[config.mk]
export PLATFORM = sky130hd
export DESIGN_NAME = sincos_sched
export DESIGN_NICKNAME = d
export VERILOG_FILES = /design/src/rtl/foc_pkg.sv /design/src/rtl/sincos_sched_rr_arb2.sv /design/src/rtl/sincos_sched.sv
export SDC_FILE = /design/constraint.sdc
export NUM_CORES = 1
export LEC_CHECK = 0
export BUFFER_PORTS_ARGS = -buffer_cell sky130_fd_sc_hd__buf_2
export CORE_MARGIN = 3
export CORE_UTILIZATION = 58
export CTS_CLUSTER_SIZE = 8
export DETAILED_ROUTE_END_ITERATION = 12
export HOLD_SLACK_MARGIN = 0.03
export PLACE_DENSITY_LB_ADDON = 0.3
export SLEW_MARGIN = 20
export SYNTH_ARGS = -nofsm -noshare
export SYNTH_HDL_FRONTEND = slang
export SYNTH_SLANG_ARGS = --single-unit
[constraint.sdc]
create_clock -name clk -period 11.8 [get_ports clk]
set_clock_uncertainty 0.1 [all_clocks]
set_input_delay 1.18 -clock clk [delete_from_list [all_inputs] [get_ports clk]]
set_output_delay 1.18 -clock clk [all_outputs]
set_load 0.01 [all_outputs]
[src/rtl/foc_pkg.sv]
// Shared FOC datapath definitions: default widths, quarter-turn offset,
// requester id type and the sin/cos scheduler state encoding.
package foc_pkg;
    localparam int          PH_W       = 16;
    localparam int          DW         = 16;
    localparam logic [15:0] COS_OFFSET = 16'h4000;

    typedef logic req_id_t;

    typedef enum logic [1:0] {
        IDLE,
        ISSUE,
        WAIT
    } sched_state_t;
endpackage

[src/rtl/sincos_sched_rr_arb2.sv]
// Two-way round-robin arbiter; rr names the requester that wins a tie and
// flips to the other requester after every grant.
module rr_arb2 (
    input  logic       clk,
    input  logic       rst,
    input  logic [1:0] pend,
    input  logic       enable,
    output logic [1:0] grant
);
    logic rr;

    always_comb begin
        grant = 2'b00;
        if (enable) begin
            case (pend)
                2'b01:   grant = 2'b01;
                2'b10:   grant = 2'b10;
                2'b11:   grant = rr ? 2'b10 : 2'b01;
                default: grant = 2'b00;
            endcase
        end
    end

    always_ff @(posedge clk or posedge rst) begin
        if (rst)
            rr <= 1'b0;
        else if (|grant)
            rr <= grant[0];
    end
endmodule

[src/rtl/sincos_sched.sv]
// Shares one sin_lut between the Park (req 0) and inverse Park (req 1) paths:
// each grant looks up sin(ph) then sin(ph + quarter turn) and returns the pair.
module sincos_sched #(
    parameter int              PH_W       = foc_pkg::PH_W,
    parameter int              DW         = foc_pkg::DW,
    parameter int              LUT_LAT    = 1,
    parameter logic [PH_W-1:0] COS_OFFSET = PH_W'(foc_pkg::COS_OFFSET)
) (
    input  logic                   clk,
    input  logic                   rst,
    input  logic [1:0]             i_req,
    input  logic [PH_W-1:0]        i_ph0,
    input  logic [PH_W-1:0]        i_ph1,
    output logic [PH_W-1:0]        o_lut_ph,
    input  logic signed [DW-1:0]   i_lut_sin,
    output logic signed [DW-1:0]   o_sin,
    output logic signed [DW-1:0]   o_cos,
    output logic [1:0]             o_valid,
    output logic                   o_busy
);
    import foc_pkg::sched_state_t;
    import foc_pkg::req_id_t;
    import foc_pkg::IDLE;
    import foc_pkg::ISSUE;
    import foc_pkg::WAIT;

    localparam int CNT_W = $clog2(LUT_LAT + 2);

    sched_state_t            state, state_nx;
    logic [1:0]              pend;
    logic [1:0][PH_W-1:0]    ph_buf;
    logic [PH_W-1:0]         ph;
    req_id_t                 id;
    logic [CNT_W-1:0]        cnt;
    logic signed [DW-1:0]    sin_cap;
    logic [1:0]              grant;
    logic                    sin_hit;
    logic                    cos_hit;

    rr_arb2 u_arb (
        .clk    (clk),
        .rst    (rst),
        .pend   (pend),
        .enable (state == IDLE),
        .grant  (grant)
    );

    // A strobe on the grant cycle re-arms pend; the grant itself uses the old buffer.
    always_ff @(posedge clk or posedge rst) begin
        if (rst) begin
            pend   <= '0;
            ph_buf <= '0;
        end else begin
            for (int n = 0; n < 2; n++) begin
                if (i_req[n])
                    pend[n] <= 1'b1;
                else if (grant[n])
                    pend[n] <= 1'b0;
            end
            if (i_req[0]) ph_buf[0] <= i_ph0;
            if (i_req[1]) ph_buf[1] <= i_ph1;
        end
    end

    always_ff @(posedge clk or posedge rst) begin
        if (rst)
            state <= IDLE;
        else
            state <= state_nx;
    end

    // In WAIT, cnt counts edges since the cosine address went out.
    always_comb begin
        state_nx = state;
        sin_hit  = 1'b0;
        cos_hit  = 1'b0;
        case (state)
            IDLE:    if (|grant) state_nx = ISSUE;
            ISSUE:   state_nx = WAIT;
            WAIT: begin
                sin_hit = (cnt == CNT_W'(LUT_LAT - 1));
                cos_hit = (cnt == CNT_W'(LUT_LAT));
                if (cos_hit) state_nx = IDLE;
            end
            default: state_nx = IDLE;
        endcase
    end

    always_ff @(posedge clk or posedge rst) begin
        if (rst) begin
            ph       <= '0;
            id       <= 1'b0;
            cnt      <= '0;
            sin_cap  <= '0;
            o_lut_ph <= '0;
            o_sin    <= '0;
            o_cos    <= '0;
            o_valid  <= 2'b00;
        end else begin
            o_valid <= 2'b00;
            case (state)
                IDLE: begin
                    if (|grant) begin
                        ph       <= grant[1] ? ph_buf[1] : ph_buf[0];
                        o_lut_ph <= grant[1] ? ph_buf[1] : ph_buf[0];
                        id       <= grant[1];
                    end
                end
                ISSUE: begin
                    o_lut_ph <= ph + COS_OFFSET;
                    cnt      <= '0;
                end
                WAIT: begin
                    cnt <= cnt + CNT_W'(1);
                    if (sin_hit)
                        sin_cap <= i_lut_sin;
                    if (cos_hit) begin
                        o_sin   <= sin_cap;
                        o_cos   <= i_lut_sin;
                        o_valid <= id ? 2'b10 : 2'b01;
                    end
                end
                default: ;
            endcase
        end
    end

    assign o_busy = (state != IDLE);
endmodule

Yosys cells after proc, flatten, opt, wreduce, memory -nomap -nowiden --
Index checks and enable logic that the tools add are counted.
Operators by class: add/subtract/negate cells 2, equality and inequality tests 8, muxes and demuxes 19, reductions and logical operators 13
Operators with widths (number):
- $mux W16 | 2
- $pmux W16 S2 | 1
- $add A16 B15 Y16 const B | 1
- $mux W2 | 7
- $pmux W2 S3 | 2
- $reduce_and A2 Y1 | 5
- $reduce_bool A2 Y1 | 5
- $eq A2 B1 Y1 const B | 3
- $eq A2 B2 Y1 const B | 3
- $mux W1 | 6
- $logic_not A2 Y1 | 2
- $ne A2 B2 Y1 const B | 2
- $pmux W2 S2 | 1
- $add A2 B1 Y2 const B | 1
- $reduce_or A2 Y1 | 1
Storage, ports and cells: flip-flop bits (word level) 122, input port bits 52, logic and storage cells 56

Longest topological paths before layout --
Gate-level depths: netlist (run 1).
depth in word-level cells 6, depth in mapped cells 8, depth with buffers taken out 6

By module --
A second synthesis (run 1) with hierarchy kept.
Second synthesis, totals: cells, all modules 357, area total of the unflattened synthesis 4983.5 µm²
By module, submodules not included:
- sincos_sched | instances 1, cells an instance 348, area an instance 4918.5 µm²
- rr_arb2 | instances 1, cells an instance 9, area an instance 65.1 µm²

Worst setup path before layout (run 1) --
Ideal clock, no wire load.
kind input-to-reg, start point in i_req[1], end point reg ph_buf[16] (netlist name), data arrival time 2.036 ns, slack 9.540 ns, cell stages on the path 3, path buffers 2, cell sequence clkbuf_1 buf_2 mux2_2
RTL lines:
- start: declaration | RTL line sincos_sched.sv:11 | input logic [1:0] i_req,
- end: declaration | RTL line sincos_sched.sv:31 | logic [1:0][PH_W-1:0] ph_buf;
No word-level cell between the ends.

Worst setup path after layout (run 1) --
start point reg state[1], end point out o_busy
Between the ends: cells in the longest elaborated chain, start to end 1
RTL lines:
- start: declaration | RTL line sincos_sched.sv:29 | sched_state_t state, state_nx;
- start signal: assignment | RTL line sincos_sched.sv:69 | state <= state_nx;
- $reduce_bool A2 Y1 | RTL line sincos_sched.sv:128 | assign o_busy = (state != IDLE);
- end: declaration | RTL line sincos_sched.sv:19 | output logic o_busy
No other way between the ends.

==> impl_metrics.csv, run 1 <==
group,metric,value,unit
status,outcome,"finished clean",
setup_path,r2r_cells,5,
place,dpl_cell_area,5440,µm²
cells_and_area,drive_gt1_share,46.3,%
setup_path,path_class,"flop to output port",
clock_tree,postCtsSetupRepairBufs,0,
routing,routedWlPerCell,17.4,µm
power_and_ir_drop,p_leak,2.83,nW
sta,rsz0062_at_grt,"false",
setup_path,crit_required,10.52,ns
clock_tree,ctsHoldBuffers,0,
clock_tree,htreeDepth,4,
clock_tree,cts_buffers,17,
die,ioPinCount,103,
sta,fin_crit_sh,25.6,%
logic_synthesis,syn_inst,361,
global_routing,grt_max_degree,73,
clock_tree,cts-root-buf,"clkbuf_8",
sta,tightest_slew,1.10,ns
setup_path,crit_family,"adder cells",
die,die-area,9600,µm²
cells_and_area,syn2layout_area_growth,22.9,%
setup_path,reg2reg_setup_slack,9.11,ns
logic_synthesis,ys_ff_latch,122,
cells_and_area,nets,521,
setup_path,crit_top_cell,"inv_1",
place,place_hpwl,6460,µm
global_routing,first_global_vias,3314,
power_and_ir_drop,powerDensity,285,nW/µm²
setup_path,path_depth,4,
setup_path,crit_end,"o_busy",
setup_path,crit_start,"state[1]",
setup_path,arrival,1.74,ns
die,rows,32,
die,initial_core_util,61.6,%
min_path,hold_class,"flop to flop",
routing,ant_nets,0,
logic_synthesis,synth-seq-area-share,62.2,%
routing,routed_wl,10100,µm
routing,vias_per_cell,5.51,
clock_tree,cts_sinks,122,
cells_and_area,layout.cells.non_filler,577,
logic_synthesis,syn_area,4910,µm²
place,port_buffers,102,
setup_path,crit_path_end_kind,"output port",
cells_and_area,num_antenna_cells,0,
cells_and_area,layout_commonest_cell,"dfrtp_1",
clock_tree,worstSkewPairLatency,0.51,ns
logic_synthesis,syn_nets,418,
clock_tree,cts_resized,0,
routing,drc,0,
global_routing,antenna_found_initial,0,
clock_tree,cts_tree,"done",
sta,tns,0,ns
global_routing,gr-total-overflow,0,
routing,num_vias,3181,
sta,finalSetupViolations,0,
setup_path,cp_slowest_cell,"ha_1",
setup_path,r2r_end,"o_lut_ph[7]",
routing,drtPass1Iterations,5,
routing,drt-initial-drc-count,263,
die,core,7970,µm²
sta,drv_slew,0,
cells_and_area,final_cell_mix,"dfrtp_1, buf_2, mux2_2, nand2_1, o21ai_0",
place,gp_congestion,0.726,
min_path,hp-start,"id",
flow_run,drv_cap,0,
logic_synthesis,yosysWarnings,0,
die,fp.dieW,98.0,µm
power_and_ir_drop,power,1.72,mW
clock_tree,cts_max_path_buffers,2,
sta,relSlewSlack,26.4,%
cells_and_area,finalInstanceArea,6030,µm²
power_and_ir_drop,ir_worst_vdd,0.182,mV
sta,timing.fmax,0.331,GHz
die,die_y,98.0,µm
global_routing,track_usage,22.1,%
setup_path,r2r_start,"state[1]",
setup_path,slowest_delay,0.46,ns
sta,finalHoldViolations,0,
global_routing,grt_first_pass_wirelength,16700,µm
sta,period_needed,3.02,ns
setup_path,path_buf_inv,3,
setup_path,crit_fanout,13,
clock_tree,clk_pin_slew,0.06,ns
setup_path,crit_path_cell_trace,"inv_1 > ha_1 > inv_1 > buf_2",
logic_synthesis,ys_types,30,
logic_synthesis,syn_area_per_cell,13.6,µm²
place,place_inst,547,
setup_path,cp-start-kind,"flop",
==> metal layers <==
layer	wire, µm	up-vias	track usage (%)
met5	0	-	0
met4	144	0	7.14
met3	672	14	7.57
met2	4850	108	35.9
met1	4390	1585	28.0
li1	-	1474	-
==> worst min path at each step <==
stage               cells after the start  slack [ns]    endpoint
finish                                  1        0.38  o_valid[0]
global route                            1        0.39  o_valid[0]
CTS                                     1        0.38  o_valid[0]
detailed placement                      1        0.36  o_valid[0]
global placement                        1        0.35  o_valid[0]
floorplan                               1        0.32  o_valid[0]
==> state kept, by name, indices dropped and copies added (netlist names) <==
signal,cells
ph_buf,32
o_cos,16
o_lut_ph,16
o_sin,16
ph,16
sin_cap,16
cnt,2
o_valid,2
pend,2
state,2
id,1
u_arb.rr,1
==> cells by family after synthesis <==
| group | Yosys count | share of synthesized area, % |
|---|---|---|
| AO/OA/AOI/OAI | 46 | 5.86 |
| XOR/XNOR | 1 | 0.179 |
| adder cells (fa/ha/maj) | 5 | 1.27 |
| buffers and inverters | 26 | 2.96 |
| flip-flops | 122 | 62.2 |
| multiplexers | 97 | 21.8 |
| AND/OR/NAND/NOR | 64 | 5.69 |
==> layout make-up <==
| cell class | instances | area [µm²] |
|---|---|---|
| repair buffers | 104 | 526 |
| clock buffers | 18 | 428 |
| flip-flops and latches | 122 | 3050 |
| well taps | 102 | 128 |
| multi-input cells | 213 | 1720 |
| clock inverters | 12 | 151 |
| inverters | 6 | 25.0 |
| fillers | 527 | 1940 |
==> worst register-to-register path, cell delays in order (launching register included) <==
cell and delay, ns:
dfrtp_1 0.38, inv_1 0.10, ha_1 0.46, and3_1 0.98
mux2i_1 0.39, o211ai_1 0.14
==> stage by stage <==
| stage | setup WS (ns) | utilization, % | hold slack [ns] |
|---|---|---|---|
| after global placement | 9.04 | 68.3 | 0.345 |
| after CTS | 8.82 | 75.6 | 0.376 |
| final | 8.78 | 75.7 | 0.377 |
| after floorplan | 7.28 | - | 0.318 |
| after global routing | 8.64 | 75.7 | 0.391 |
| after detailed placement | 9.03 | 68.3 | 0.358 |
==> synthesized netlist by cell type <==
cell	number	area (µm²)
o21ai_0	21	105
a21o_2	2	17.5
or3_1	1	6.26
nand3_1	17	85.1
nand2b_1	1	6.26
a21oi_2	1	8.76
inv_1	6	22.5
mux2_2	80	901
buf_1	1	3.75
clkbuf_1	5	18.8
and3_1	2	12.5
xor2_1	1	8.76
nand2_1	38	143
ha_1	5	62.6
dfrtp_1	122	3050
o211ai_1	15	113
o21ai_1	1	5.00
mux2i_1	17	170
buf_4	1	7.51
a31oi_1	1	6.26
nor2_1	2	7.51
clkbuf_2	1	5.00
buf_12	1	20.0
a21oi_1	2	10.0
o21a_1	1	7.51
a21o_1	2	15.0
buf_6	2	22.5
buf_2	9	45.0
nor2_2	1	6.26
nor2b_1	2	12.5
==> report_power, final <==
group / leakage, nW / total (mW) / internal (mW) / switching [mW]
clock: 0.271 / 0.503 / 0.323 / 0.180
combinational: 1.09 / 0.546 / 0.244 / 0.302
sequential: 1.47 / 0.672 / 0.581 / 0.0915
total: 2.83 / 1.72 / 1.15 / 0.574
(Power assumes the default switching activity.)
==> run 2: changes to the inputs <==
- CORE_UTILIZATION: 58 -> 54
- clock period: 11.8 -> 3.05 ns (I/O delays scaled with it)
==> impl_metrics.csv, run 2 (synthesis results as in run 1) <==
group,metric,value,unit
status,outcome,"finished clean",
sta,timing.fmax,0.424,GHz
clock_tree,cts_tree,"done",
cells_and_area,num_antenna_cells,0,
die,die-area,10300,µm²
cells_and_area,final.fill_count,546,
power_and_ir_drop,powerDensity,1040,nW/µm²
power_and_ir_drop,switching_share,31.8,%
die,ioPinCount,103,
routing,num_vias,3411,
die,initial_core_util,56.0,%
cells_and_area,drive_gt1_share,42.3,%
setup_path,crit_path_end_kind,"flop",
die,die_y,101,µm
clock_tree,clk_pin_slew,0.06,ns
cells_and_area,layout_commonest_cell,"dfrtp_1",
sta,fin_crit_sh,77.3,%
place,dpl_cell_area,5510,µm²
min_path,hold_class,"primary input to flop",
sta,tightest_slew,0.745,ns
setup_path,crit_fanout,13,
place,place_hpwl,6560,µm
sta,fin_hold_ws,0.214,ns
clock_tree,cts_sinks,122,
sta,finalHoldViolations,0,
setup_path,crit_required,3.30,ns
global_routing,grt_first_pass_wirelength,17000,µm
die,core,8760,µm²
power_and_ir_drop,comb_power_share,31.8,%
routing,drc,0,
place,gp_congestion,0.748,
die,fp.dieW,101,µm
routing,drt-initial-drc-count,174,
global_routing,antenna_found_initial,0,
clock_tree,cts-root-buf,"clkbuf_8",
die,rows,34,
sta,finalSetupViolations,0,
sta,drv_slew,0,
clock_tree,cts_buffers,17,
global_routing,first_global_vias,3571,
sta,relSlewSlack,50.1,%
sta,period_needed,2.36,ns
cells_and_area,nets,574,
clock_tree,htreeDepth,4,
power_and_ir_drop,seqPwrFrac,37.4,%
clock_tree,postCtsSetupRepairBufs,0,
place,port_buffers,102,
clock_tree,cts_max_path_buffers,2,
power_and_ir_drop,switchingPower,2.20,mW
routing,routedWlPerCell,16.2,µm
sta,tns,0,ns
cells_and_area,regMostFlops,"ph_buf",
clock_tree,worstSkewPairLatency,0.51,ns
routing,vias_per_cell,5.35,
cells_and_area,final_cell_mix,"dfrtp_1, buf_2, mux2_2, dlygate4sd3_1, nand2_1",
flow_run,drv_cap,0,
power_and_ir_drop,power,6.93,mW
clock_tree,cts_resized,0,
global_routing,track_usage,21.7,%
power_and_ir_drop,ir_worst_vdd,0.525,mV
routing,ant_nets,0,
power_and_ir_drop,p_int,4.73,mW
cells_and_area,largest_register_ffs,32,
global_routing,grt_max_degree,54,
power_and_ir_drop,p_leak,3.09,nW
setup_path,path_class,"flop to flop",
routing,routed_wl,10300,µm
cells_and_area,syn2layout_area_growth,35.5,%
clock_tree,ctsHoldBuffers,49,
power_and_ir_drop,clkPwrFrac,30.8,%
sta,rsz0062_at_grt,"false",
cells_and_area,finalInstanceArea,6650,µm²
global_routing,gr-total-overflow,0,
routing,drtPass1Iterations,4,
setup_path,arrival,2.61,ns
setup_path,cp-start-kind,"flop",
run 2: cell count changes in the layout (fill, tap and decap cells not counted), moves of 2 or more:
cell,previous run,this run
buf_12,0,2
bufinv_16,3,5
dlygate4sd3_1,0,49
clkbuf_1,0,2
clkinvlp_4,5,3
buf_4,2,4
run 2: cell type report:
type / instances / area [µm²] / share of cell area, %
clock inverter: 11 / 193 / 2.90
tap: 108 / 135 / 2.03
multi-input combinational: 213 / 1720 / 25.9
clock buffer: 21 / 449 / 6.76
sequential: 122 / 3050 / 45.9
inverter: 6 / 26.3 / 0.395
timing repair buffer: 157 / 1070 / 16.1
run 2: path summary, 6_finish.rpt:
kind,from,slack [ns],depth (start not counted),endpoint
max,state[1],0.69,6,o_lut_ph[11]
min,i_req[1],0.21,2,pend[1]
max reg2reg,state[1],0.69,6,o_lut_ph[11]
min reg2reg,id,0.37,1,o_valid[0]
max in group asynchronous,rst,1.58,4,o_cos[4]
min in group asynchronous,rst,0.34,3,o_sin[13]
run 2: per-layer routing:
layer  vias to the layer above  track usage, %  wire length [µm]
li1                       1591               -                 -
met1                      1692            26.0              4250
met2                       115            36.8              5370
met3                        13            6.82               612
met4                         0            8.38                97
met5                         -               0                 0
run 2: critical path: stages (launching register included):
cell	delay (ns)
dfrtp_1	0.39
inv_1	0.10
ha_1	0.46
and3_1	0.54
buf_12	0.22
mux2i_1	0.25
o211ai_1	0.15
run 2: stage by stage:
step,instances,util (%),setup slack [ns]
finish,638,75.9,0.692
global route,638,75.9,0.530
CTS,638,75.8,0.720
detailed placement,557,62.8,0.758
global placement,557,62.8,0.911
floorplan,361,-,1.15
run 2: power groups by stage:
| stage | registers [mW] | logic [mW] | clock network, mW |
|---|---|---|---|
| 6_report | 2.59 | 2.20 | 2.13 |
| 5_1_grt | 2.66 | 2.44 | 2.26 |
| 4_1_cts | 2.58 | 2.23 | 2.17 |
| 3_5_place_dp | 2.60 | 2.16 | 0 |
| 3_3_place_gp | 2.57 | 2.07 | 0 |
| 2_1_floorplan | 2.68 | 1.39 | 0 |
==> run 3: changes to the inputs <==
- CORE_UTILIZATION: 54 -> 49
- clock period: 3.05 -> 1.95 ns (I/O delays scaled with it)
==> impl_metrics.csv, run 3 (synthesis results as in run 1) <==
group,metric,value,unit
routing,vias_per_cell,5.14,
die,fp.dieW,106,µm
cells_and_area,multi_input_area,1730,µm²
power_and_ir_drop,power,10.6,mW
die,die-area,11300,µm²
setup_path,r2r_end,"o_lut_ph[3]",
cells_and_area,final.fill_count,655,
die,ioPinCount,103,
global_routing,antenna_found_initial,0,
cells_and_area,drive_gt1_share,44.4,%
min_path,hold_class,"primary input to flop",
routing,drt-initial-drc-count,118,
setup_path,crit_path_cell_trace,"inv_1 > ha_4 > inv_1 > buf_4 > buf_2",
sta,relSlewSlack,66.3,%
global_routing,first_global_vias,3648,
setup_path,r2r_start,"state[0]",
routing,num_vias,3439,
cells_and_area,syn2layout_area_growth,36.4,%
clock_tree,cts_tree,"done",
sta,timing.fmax,0.534,GHz
setup_path,crit_start,"state[0]",
setup_path,crit_fanout,10,
clock_tree,clk_pin_slew,0.06,ns
cells_and_area,layout_commonest_cell,"dfrtp_1",
clock_tree,htreeDepth,4,
cells_and_area,regMostFlops,"ph_buf",
cells_and_area,final_cell_mix,"dfrtp_1, buf_2, mux2_2, dlygate4sd3_1, nand2_1",
clock_tree,worstSkewPairLatency,0.51,ns
routing,routedWlPerCell,15.8,µm
place,place_hpwl,6760,µm
cells_and_area,num_antenna_cells,0,
setup_path,crit_required,1.65,ns
cells_and_area,nets,584,
cells_and_area,largest_register_ffs,32,
setup_path,path_buf_inv,4,
die,rows,35,
cells_and_area,finalInstanceArea,6690,µm²
clock_tree,cts_buffers,17,
place,dpl_cell_area,5630,µm²
sta,tightest_slew,0.505,ns
setup_path,crit_end,"o_busy",
sta,fin_hold_ws,0.0929,ns
global_routing,track_usage,20.1,%
die,core,9500,µm²
setup_path,crit_top_cell,"inv_1",
sta,period_needed,1.87,ns
routing,drtPass1Iterations,4,
clock_tree,postCtsSetupRepairBufs,0,
min_path,hp-start,"i_req[1]",
flow_run,drv_cap,0,
routing,drc,0,
power_and_ir_drop,ir_worst_vdd,0.872,mV
clock_tree,cts_sinks,122,
sta,fin_crit_sh,96.1,%
power_and_ir_drop,p_leak,3.10,nW
setup_path,arrival,1.58,ns
setup_path,path_class,"flop to output port",
setup_path,cp_slowest_cell,"dfrtp_1",
place,port_buffers,102,
setup_path,crit_family,"buffers and inverters",
global_routing,grt_max_degree,82,
global_routing,gr-total-overflow,0,
routing,ant_nets,0,
sta,finalSetupViolations,0,
clock_tree,cts-root-buf,"clkbuf_8",
setup_path,r2r_cells,6,
power_and_ir_drop,powerDensity,1590,nW/µm²
setup_path,reg2reg_setup_slack,0.15,ns
setup_path,cp-start-kind,"flop",
sta,drv_slew,0,
setup_path,crit_path_end_kind,"output port",
status,outcome,"finished clean",
clock_tree,cts_max_path_buffers,2,
sta,tns,0,ns
cells_and_area,regArea,3050,µm²
global_routing,grt_first_pass_wirelength,17800,µm
sta,finalHoldViolations,0,
die,die_y,106,µm
sta,rsz0062_at_grt,"false",
setup_path,slowest_delay,0.39,ns
die,initial_core_util,51.6,%
routing,routed_wl,10600,µm
setup_path,path_depth,5,
place,gp_congestion,0.763,
==> run 3: metrics by stage <==
stage | instances | util [%] | setup WS, ns
floorplan | 361 | - | 0.158
global placement | 588 | 59.3 | 0.134
detailed placement | 588 | 59.3 | 0.00593
CTS | 669 | 70.4 | 0.0247
global route | 669 | 70.4 | 0.00522
finish | 669 | 70.4 | 0.0758
==> run 3: what timing repair did <==
action / CTS / global route
hold buffers: 49 / 0
pin swaps: 0 / 1
endpoints found under the setup margin: 1 / 17
gates cloned: 0 / 0
gates resized for setup: 2 / 3
hold endpoints to repair: 186 / 0
==> run 3: layer usage <==
metal  track usage [%]  wire (µm)
met4              6.57         89
met5                 0          0
met3              5.10        485
met2              34.2       5330
met1              25.1       4680
==> run 3: how the worst min path moves through the flow <==
stage / to / cells after the start / slack [ns]
after floorplan: o_cos[15] / 1 / 0.25
after global placement: o_sin[13] / 3 / 0.25
after detailed placement: o_sin[13] / 3 / 0.26
after CTS: pend[1] / 2 / 0.07
after global routing: pend[1] / 2 / 0.1
final: pend[1] / 2 / 0.09
==> run 3: power breakdown <==
part | internal [mW] | switching (mW)
combinational | 1.83 | 1.90
clock | 1.72 | 1.13
sequential | 3.51 | 0.526
==> run 3: area by class of cell <==
cell class / instances / area share [%]
sequential: 122 / 45.6
multi-input combinational: 213 / 25.8
timing repair buffer: 167 / 17.5
clock buffer: 18 / 6.39
tap: 129 / 2.41
clock inverter: 14 / 1.85
inverter: 6 / 0.393
